**config.mk**
```make
export PLATFORM = sky130hd
export DESIGN_NAME = pipelined_cla_adder
export DESIGN_NICKNAME = d
export VERILOG_FILES = /design/src/rtl/cla_pkg.sv /design/src/rtl/cla_group.sv /design/src/rtl/pipelined_cla_adder.sv
export SDC_FILE = /design/constraint.sdc
export NUM_CORES = 1
export LEC_CHECK = 0
export CORE_MARGIN = 3
export CORE_UTILIZATION = 40
export DETAILED_ROUTE_END_ITERATION = 6
export SETUP_SLACK_MARGIN = 0.3
export SLEW_MARGIN = 30
export SYNTH_ARGS = -nofsm -noshare
export SYNTH_HDL_FRONTEND = slang
export SYNTH_HIERARCHICAL = 1
export SYNTH_SLANG_ARGS = --single-unit
export TNS_END_PERCENT = 10
```
**constraint.sdc**
```tcl
create_clock -name clk -period 2.55 [get_ports clk]
set_input_delay 0.51 -clock clk [delete_from_list [all_inputs] [get_ports clk]]
set_output_delay 0.51 -clock clk [all_outputs]
set_load 0.02 [all_outputs]
```
**src/rtl/cla_pkg.sv**
```systemverilog
// Shared definitions for the pipelined carry look-ahead adder family:
// default group size, per-stage control record and elaboration checks.
package cla_pkg;

    // Default number of bits handled by one look-ahead group.
    localparam int CLA_GROUP_DEFAULT = 4;

    // Control part of a pipeline stage record. The partial-sum word (low
    // bits already added, high bits still holding operand A) and the
    // remaining operand-B word are width-dependent, so the top sizes them.
    typedef struct packed {
        logic valid;   // stage holds a live transaction
        logic carry;   // carry out of the highest bit added so far
    } cla_stage_ctl_t;

    // Operand width must be at least 4 and split evenly across the stages.
    function automatic bit cla_stages_ok(input int width, input int stages);
        return (width >= 4) && (stages >= 1) && ((width % stages) == 0);
    endfunction

    // Each stage segment must hold a whole number of look-ahead groups.
    function automatic bit cla_group_ok(input int width, input int stages, input int group);
        return (group >= 1) && (stages >= 1) && (((width / stages) % group) == 0);
    endfunction

endpackage

```
**src/rtl/cla_group.sv**
```systemverilog
// Combinational GW-bit carry look-ahead slice. Produces the slice sum for a
// given carry-in plus group propagate/generate for the look-ahead unit.
// P and G are computed apart from s so they never depend on c.
module cla_group #(
    parameter int GW = 4
) (
    input  logic [GW-1:0] a,
    input  logic [GW-1:0] b,
    input  logic          c,
    output logic [GW-1:0] s,
    output logic          P,
    output logic          G
);

    logic [GW-1:0] p;
    logic [GW-1:0] g;
    logic [GW-1:0] cc;

    assign p = a ^ b;
    assign g = a & b;

    // Group propagate/generate from bit-level terms, independent of c.
    always_comb begin
        P = &p;
        G = 1'b0;
        for (int i = 0; i < GW; i++) begin
            G = g[i] | (p[i] & G);
        end
    end

    // Bit carries inside the slice and the resulting sum bits.
    always_comb begin
        cc    = '0;
        cc[0] = c;
        for (int i = 1; i < GW; i++) begin
            cc[i] = g[i-1] | (p[i-1] & cc[i-1]);
        end
        s = p ^ cc;
    end

endmodule

```
**src/rtl/pipelined_cla_adder.sv**
```systemverilog
// Elastic pipelined carry look-ahead adder. Stage k adds operand segment k
// with the carry registered by stage k-1; valid/ready on both sides, no skid.
// Optional feature macro: CLA_OVERFLOW_EN adds the signed-overflow port ovf.
module pipelined_cla_adder
    import cla_pkg::*;
#(
    parameter int WIDTH  = 16,
    parameter int STAGES = 4,
    parameter int GROUP  = CLA_GROUP_DEFAULT
) (
    input  logic             clk,
    input  logic             rst,
    input  logic             in_valid,
    output logic             in_ready,
    input  logic [WIDTH-1:0] a,
    input  logic [WIDTH-1:0] b,
    input  logic             cin,
    output logic             out_valid,
    input  logic             out_ready,
    output logic [WIDTH-1:0] sum,
    output logic             cout
`ifdef CLA_OVERFLOW_EN
    ,
    output logic             ovf
`endif
);

    localparam int SEG = WIDTH / STAGES;
    localparam int NG  = SEG / GROUP;

    if (!cla_stages_ok(WIDTH, STAGES)) begin : g_bad_stages
        $error("pipelined_cla_adder: WIDTH must be >= 4 and divisible by STAGES");
    end
    if (!cla_group_ok(WIDTH, STAGES, GROUP)) begin : g_bad_group
        $error("pipelined_cla_adder: WIDTH/STAGES must be divisible by GROUP");
    end

    cla_stage_ctl_t   st_ctl [STAGES];
    logic [WIDTH-1:0] st_x   [STAGES];  // sum bits below the segment boundary, operand A above
    logic [WIDTH-1:0] st_y   [STAGES];  // zeros below the boundary, operand B above
    logic [STAGES-1:0] take;            // stage k loads this cycle
`ifdef CLA_OVERFLOW_EN
    logic ovf_q;
`endif

    // A stage loads when it is empty or its content moves on; evaluated from the output back.
    always_comb begin : p_take
        logic go;
        go   = out_ready;
        take = '0;
        for (int k = STAGES - 1; k >= 0; k--) begin
            take[k] = !st_ctl[k].valid || go;
            go      = take[k];
        end
    end

    assign in_ready = take[0];

    for (genvar k = 0; k < STAGES; k++) begin : g_stage
        localparam int LO = k * SEG;

        logic [WIDTH-1:0] sx, sy;
        logic             sc, sv;
        logic [NG-1:0]    gp, gg;
        logic [NG:0]      cg;
        logic [SEG-1:0]   ss;
        logic [WIDTH-1:0] x_d, y_d, x_q, y_q;
        cla_stage_ctl_t   ctl_q;

        if (k == 0) begin : g_head
            assign sx = a;
            assign sy = b;
            assign sc = cin;
            assign sv = in_valid;
        end else begin : g_body
            assign sx = st_x[k-1];
            assign sy = st_y[k-1];
            assign sc = st_ctl[k-1].carry;
            assign sv = st_ctl[k-1].valid;
        end

        for (genvar j = 0; j < NG; j++) begin : g_grp
            cla_group #(.GW(GROUP)) u_grp (
                .a (sx[LO + j*GROUP +: GROUP]),
                .b (sy[LO + j*GROUP +: GROUP]),
                .c (cg[j]),
                .s (ss[j*GROUP +: GROUP]),
                .P (gp[j]),
                .G (gg[j])
            );
        end

        // Flat look-ahead: each group carry is a sum of products, no ripple between groups.
        always_comb begin
            logic term;
            cg    = '0;
            cg[0] = sc;
            term  = 1'b0;
            for (int j = 1; j <= NG; j++) begin
                cg[j] = sc;
                for (int m = 0; m < j; m++) cg[j] = cg[j] & gp[m];
                for (int i = 0; i < j; i++) begin
                    term = gg[i];
                    for (int m = i + 1; m < j; m++) term = term & gp[m];
                    cg[j] = cg[j] | term;
                end
            end
        end

        // Replace segment k with its sum bits; clear the consumed B bits.
        always_comb begin
            x_d             = sx;
            x_d[LO +: SEG]  = ss;
            y_d             = sy;
            y_d[LO +: SEG]  = '0;
        end

        // Stage register: valid, carry and data words advance together.
        always_ff @(posedge clk) begin
            if (rst) begin
                ctl_q <= '0;
                x_q   <= '0;
                y_q   <= '0;
            end else if (take[k]) begin
                ctl_q.valid <= sv;
                ctl_q.carry <= cg[NG];
                x_q         <= x_d;
                y_q         <= y_d;
            end
        end

        assign st_ctl[k] = ctl_q;
        assign st_x[k]   = x_q;
        assign st_y[k]   = y_q;

`ifdef CLA_OVERFLOW_EN
        if (k == STAGES - 1) begin : g_ovf
            logic ovf_d;
            // Carry into the MSB is recovered from the MSB sum and operand bits.
            assign ovf_d = (ss[SEG-1] ^ sx[WIDTH-1] ^ sy[WIDTH-1]) ^ cg[NG];

            // Overflow flag registered alongside the last stage.
            always_ff @(posedge clk) begin
                if (rst)          ovf_q <= 1'b0;
                else if (take[k]) ovf_q <= ovf_d;
            end
        end
`endif
    end

    // The last stage's B word is all zeros by construction and feeds nothing.
    logic unused_tail_y;
    assign unused_tail_y = ^st_y[STAGES-1];

    assign out_valid = st_ctl[STAGES-1].valid;
    assign sum       = st_x[STAGES-1];
    assign cout      = st_ctl[STAGES-1].carry;
`ifdef CLA_OVERFLOW_EN
    assign ovf       = ovf_q;
`endif

endmodule

```
# Yosys cells after proc, flatten, opt, wreduce, memory -nomap -nowiden

Cells that the tools add are included.

Bitwise logic cells: 68
Reductions and logical operators: 12

Operators by type and width:

| kind               | count |
|---|---|
| $xor A4 B4 Y4      | 8 |
| $and A1 B1 Y1      | 28 |
| $or A1 B1 Y1       | 28 |
| $and A4 B4 Y4      | 4 |
| $reduce_and A4 Y1  | 4 |
| $logic_not A1 Y1   | 4 |
| $logic_or A1 B1 Y1 | 4 |

Register bits: 96
Input bits: 37
Output and inout port bits: 19

# Depth between registers and ports, before layout

Word-level depth: 8
Depth in mapped cells: 8
Mapped depth without buffers: 8

# By module

Netlist, hierarchy kept.

Modules (own cells, without submodules):

| module              | instances | cells each | area an instance (um2) | seq. area each (um2) |
|---|---|---|---|---|
| pipelined_cla_adder | 1         | 423        | 3449.6                 | 1921.8 |
| cla_group           | 4         | 18         | 165.2                  | 0.0 |

# Least setup slack after synthesis

OpenSTA, ideal clock, no wires.

Kind: input -> register
Start point: input port a[0]
End point: register g_stage[0].x_q[3]
Library setup time: 132 ps
Data arrival time: 1806 ps
Required time: 2418 ps
Path slack: 612 ps
Stages on the path: 8
Path buffers: 0
Cells stage by stage: inv_1 -> fa_1 -> inv_1 -> fa_1 -> fa_1 -> xor2_1 -> o21ai_0 -> a21oi_1

Cells in the longest elaborated chain, start to end: 8
Elaborated cells on any way between the ends: 9
Classes of those cells: 9 x bitwise

RTL lines:

| item                 | line                       | RTL |
|---|---|---|
| start, declared      | pipelined_cla_adder.sv:15  | `input logic [WIDTH-1:0] a,` |
| $xor A4 B4 Y4        | cla_group.sv:19            | `assign p = a ^ b;` |
| $and A1 B1 Y1        | cla_group.sv:36            | `cc[i] = g[i-1] \| (p[i-1] & cc[i-1]);` |
| $or A1 B1 Y1 *       | cla_group.sv:36            |  |
| $and A1 B1 Y1 *      | cla_group.sv:36            |  |
| $or A1 B1 Y1 *       | cla_group.sv:36            |  |
| $and A1 B1 Y1 *      | cla_group.sv:36            |  |
| $or A1 B1 Y1 *       | cla_group.sv:36            |  |
| $xor A4 B4 Y4 *      | cla_group.sv:38            | `s = p ^ cc;` |
| via g_stage[0].ss[3] | pipelined_cla_adder.sv:66  | `logic [SEG-1:0] ss;` |
| end signal, assigned | pipelined_cla_adder.sv:122 | `x_q <= '0;` |
| end signal, assigned | pipelined_cla_adder.sv:127 | `x_q <= x_d;` |
| end, declared        | pipelined_cla_adder.sv:67  | `logic [WIDTH-1:0] x_d, y_d, x_q, y_q;` |

Mark *: on every way through the listed nets, which the timed path passes. The rest lies on a longest branch.
A chain may end at the register's enable or synchronous reset.

# Final worst setup path

Start point: input port b[0]
End point: register g_stage[0].x_q[3]

Cells in the longest elaborated chain, start to end: 8
Elaborated cells on any way between the ends: 9
Classes of those cells: 9 x bitwise

RTL lines:

| item                 | line                      | RTL |
|---|---|---|
| start, declared      | pipelined_cla_adder.sv:16 | `input logic [WIDTH-1:0] b,` |
| $xor A4 B4 Y4        | cla_group.sv:19           |  |
| $and A1 B1 Y1        | cla_group.sv:36           |  |
| $or A1 B1 Y1 *       | cla_group.sv:36           |  |
| $and A1 B1 Y1 *      | cla_group.sv:36           |  |
| $or A1 B1 Y1 *       | cla_group.sv:36           |  |
| $and A1 B1 Y1 *      | cla_group.sv:36           |  |
| $or A1 B1 Y1 *       | cla_group.sv:36           |  |
| $xor A4 B4 Y4 *      | cla_group.sv:38           |  |
| via g_stage[0].ss[3] | pipelined_cla_adder.sv:66 |  |

Marks and branches as above.

==> out/qor.yml <==
status: "completed"
num_rows: 36
setup_viol: 0
peakVddDrop_mv: 0.2341
synth_compound_area_share_pct: 16.68
post_drt_wl_per_cell_microns: 12.57
cts.htree.levels: 3
core_area_sq_um: 9864
cts_tree: "yes"
cpMaxStageDelayCell: "clkdlybuf4s50_1"
synth_mux_area_share_pct: 0
overflow: 0
gp_congestion: 0.7710
powerDensity_nw_per_um2: 599.9
min_path_type: "register to register"
worst_pin_slew_ns: 0.8168
p_sw_w: 0.0007287
place_ws_ns: -0.02576
yosysUniqueCellTypes: 25
grt_pass1_vias: 3214
die_y_microns: 107.4
final.period_utilization_pct: 83.58
layout-drive-gt1-share_pct: 5.380
syn-num-nets: 560
synth_edf_count: 0
reg2reg_from: "g_stage[0].y_q[4]"
required_ns: 2.85
grt_start_max_net_pins: 73
drc: 0
antenna_cells: 0
finalWorstSetupSlack_ns: 0.4188
grtUsageTotal_pct: 15.44
dp.cells: 656
seq_power_share_pct: 54.9
die_x_microns: 107.4
initial_utilization_pct: 41.67
tns_ns: 0
hp-start: "sum[14]"
ys_seq_area_share_pct: 46.76
die_area_sq_um: 11530
vias_per_cell: 4.940
postSynthCellCount: 495
pwr-share-clk_pct: 35.4
nNetsFinal: 599
antenna_left: 0
synth-seq-cells: 96
drtIter0Drc: 143
post-cts-setup-buffers: 0
synth_xor_area_share_pct: 0.8524
dpl.hpwl_microns: 5784
synth_top_family_by_area: "simple AND/OR/NAND/NOR gates"
holdPathStages: 2
io_pins: 56
synth.top_cell.area_share_pct: 46.76
arrival_ns: 2.43
critical_path_class: "input pin to register"
cp_max_fo: 2
drv_cap: 0
synth-main-ff-cell: "dfxtp_1"
leakagePower_nw: 1.914
swShare_pct: 24.62
path_clk_slew_ns: 0.09
clk_path_buf_depth: 2
p_int_w: 0.002231
crit_top_cell: "fa_1"
cts_root_buffer: "clkbuf_8"
clk_latency_ns: 0.36
num_vias: 3320
synthAdderAreaFrac_pct: 10.72
port-buffer-count: 55
synth_area_sq_um: 4110
final_util_pct: 50.01
antenna_found_initial: 0
hold_slack_ns: 0.4525
rrSetupSlack_ns: 0.70
rr_endpoint: "g_stage[1].x_q[7]"
clock.fmax_ghz: 0.4692
cpPeakStageDelay_ns: 0.44
cp_num_buf_inv: 3
final_cells: 672
r2r_cells: 8
whs_endpoint: "sum[14]"
critPathCaptureType: "register"
startpoint_type: "input pin"
clock-sinks: 96
dr.pass1.iters: 4
synthSimpleGateAreaFrac_pct: 18.20
min_period_ns: 2.131
crit_family: "adder cells"
final_hold_viol_count: 0
synthToLayoutAreaGrowth_pct: 20.03
yosys.area.top_type: "dfxtp_1"
synthArstFlopShare_pct: 0
max_slew_margin_pct: 45.48
cts_buffers: 9
yosys_warnings: 6
crit_chain: "clkdlybuf4s50_1 -> inv_1 -> fa_1 -> inv_1 -> fa_1 -> fa_1 -> xor2_1 -> o21ai_0 -> a21oi_1"
skew_ns: 0.006234
grt_pass1_wl_microns: 14520
wirelength_microns: 8449
syn_avg_cell_area_sq_um: 8.303
rsz0062_at_grt: "no"
slew_violations: 0
pwr-share-comb_pct: 9.7
synth.area.top_cells: "dfxtp_1 (47%), a21oi_1 (12%), nand2_1 (11%)"
## synthesized netlist by cell type (all sizes together) (8+ instances only)
cell	number
o21ai	32
buf	21
nand2	125
nor2	8
dfxtp	96
nand3	28
fa	12
inv	21
clkbuf	15
a21oi	99
ha	16
## flip-flops by register name (all words and copies together) (netlist names)
signal / flops
cout: 1
sum: 16
out_valid: 1
g_stage.x_q: 48
g_stage.y_q: 24
g_stage.sv: 3
g_stage.sc: 3
## final cells by class
cell class / count / area [sq um]
fill: 990 / 4931
clock inverter: 5 / 62.56
inverter: 21 / 78.83
timing repair buffer: 64 / 641.9
clock buffer: 11 / 151.4
multi-input combinational: 342 / 1911
sequential: 96 / 1922
tap: 133 / 166.4
## power groups by stage
stage | clock [W] | combinational [W] | sequential [W]
after floorplan | 0 | 0.000160 | 0.00166
after global placement | 0 | 0.000280 | 0.00166
after global routing | 0.00114 | 0.000326 | 0.00164
after detailed placement | 0 | 0.000286 | 0.00166
after CTS | 0.00108 | 0.000289 | 0.00163
final | 0.00105 | 0.000287 | 0.00162
## layout by cell type (no fill, tap or decap), types with 7 or more instances in the layout
| cell | netlist | final |
|---|---|---|
| clkbuf_8 | 0 | 11 |
| nand3_1 | 28 | 28 |
| clkdlybuf4s50_1 | 0 | 52 |
| dfxtp_1 | 96 | 96 |
| ha_1 | 16 | 16 |
| a21oi_1 | 99 | 99 |
| fa_1 | 12 | 12 |
| nor2_1 | 8 | 8 |
| o21ai_0 | 28 | 28 |
| buf_4 | 1 | 7 |
| inv_1 | 21 | 21 |
| nand2_1 | 125 | 125 |
## worst max path at each step
stage	start	end	slack, ns	cells past startpoint
6_report	b[0]	g_stage[0].x_q[3]	0.42	9
5_1_grt	b[0]	g_stage[0].x_q[3]	0.30	9
4_1_cts	out_ready	in_ready	0.30	4
3_5_place_dp	out_ready	in_ready	-0.03	4
3_3_place_gp	out_ready	in_ready	-0.03	4
2_1_floorplan	a[0]	g_stage[0].x_q[3]	0.61	8
## cell families (layout without fill, tap and decap cells)
logic type / after synthesis / count (layout)
AOI/OAI and AO/OA: 135 / 135
and+or+nand+nor: 175 / 175
DFF: 96 / 96
adders and majority gates: 28 / 28
xor gates and xnor gates: 4 / 4
buffers and inverters: 57 / 101
## through the flow
step	power, W	cell area [sq um]
after floorplan	0.001819	4110
after global placement	0.001938	4716
after detailed placement	0.001947	4716
after CTS	0.002996	4931
after global routing	0.003105	4933
final	0.002960	4933
## worst min-delay path, cell delays in order, from the launching register on
cell and delay, ns:
dfxtp_1 0.32, nand2_1 0.05, a21oi_1 0.05
## routing by layer
layer / part of all wire [%] / up-vias / global-route usage (%)
met5: 0 / - / 0
met4: 1.5 / 0 / 6.943
met3: 4.4 / 10 / 2.879
met2: 42 / 74 / 23.41
met1: 52 / 1511 / 21.41
li1: - / 1725 / -
## timing repair
item / in CTS / in global routing
gates resized for setup: 3 / 1
hold buffers: 0 / 0
pin swaps: 0 / 0
setup endpoints to repair: 1 / 1
Power figures use the tool's default switching activity.
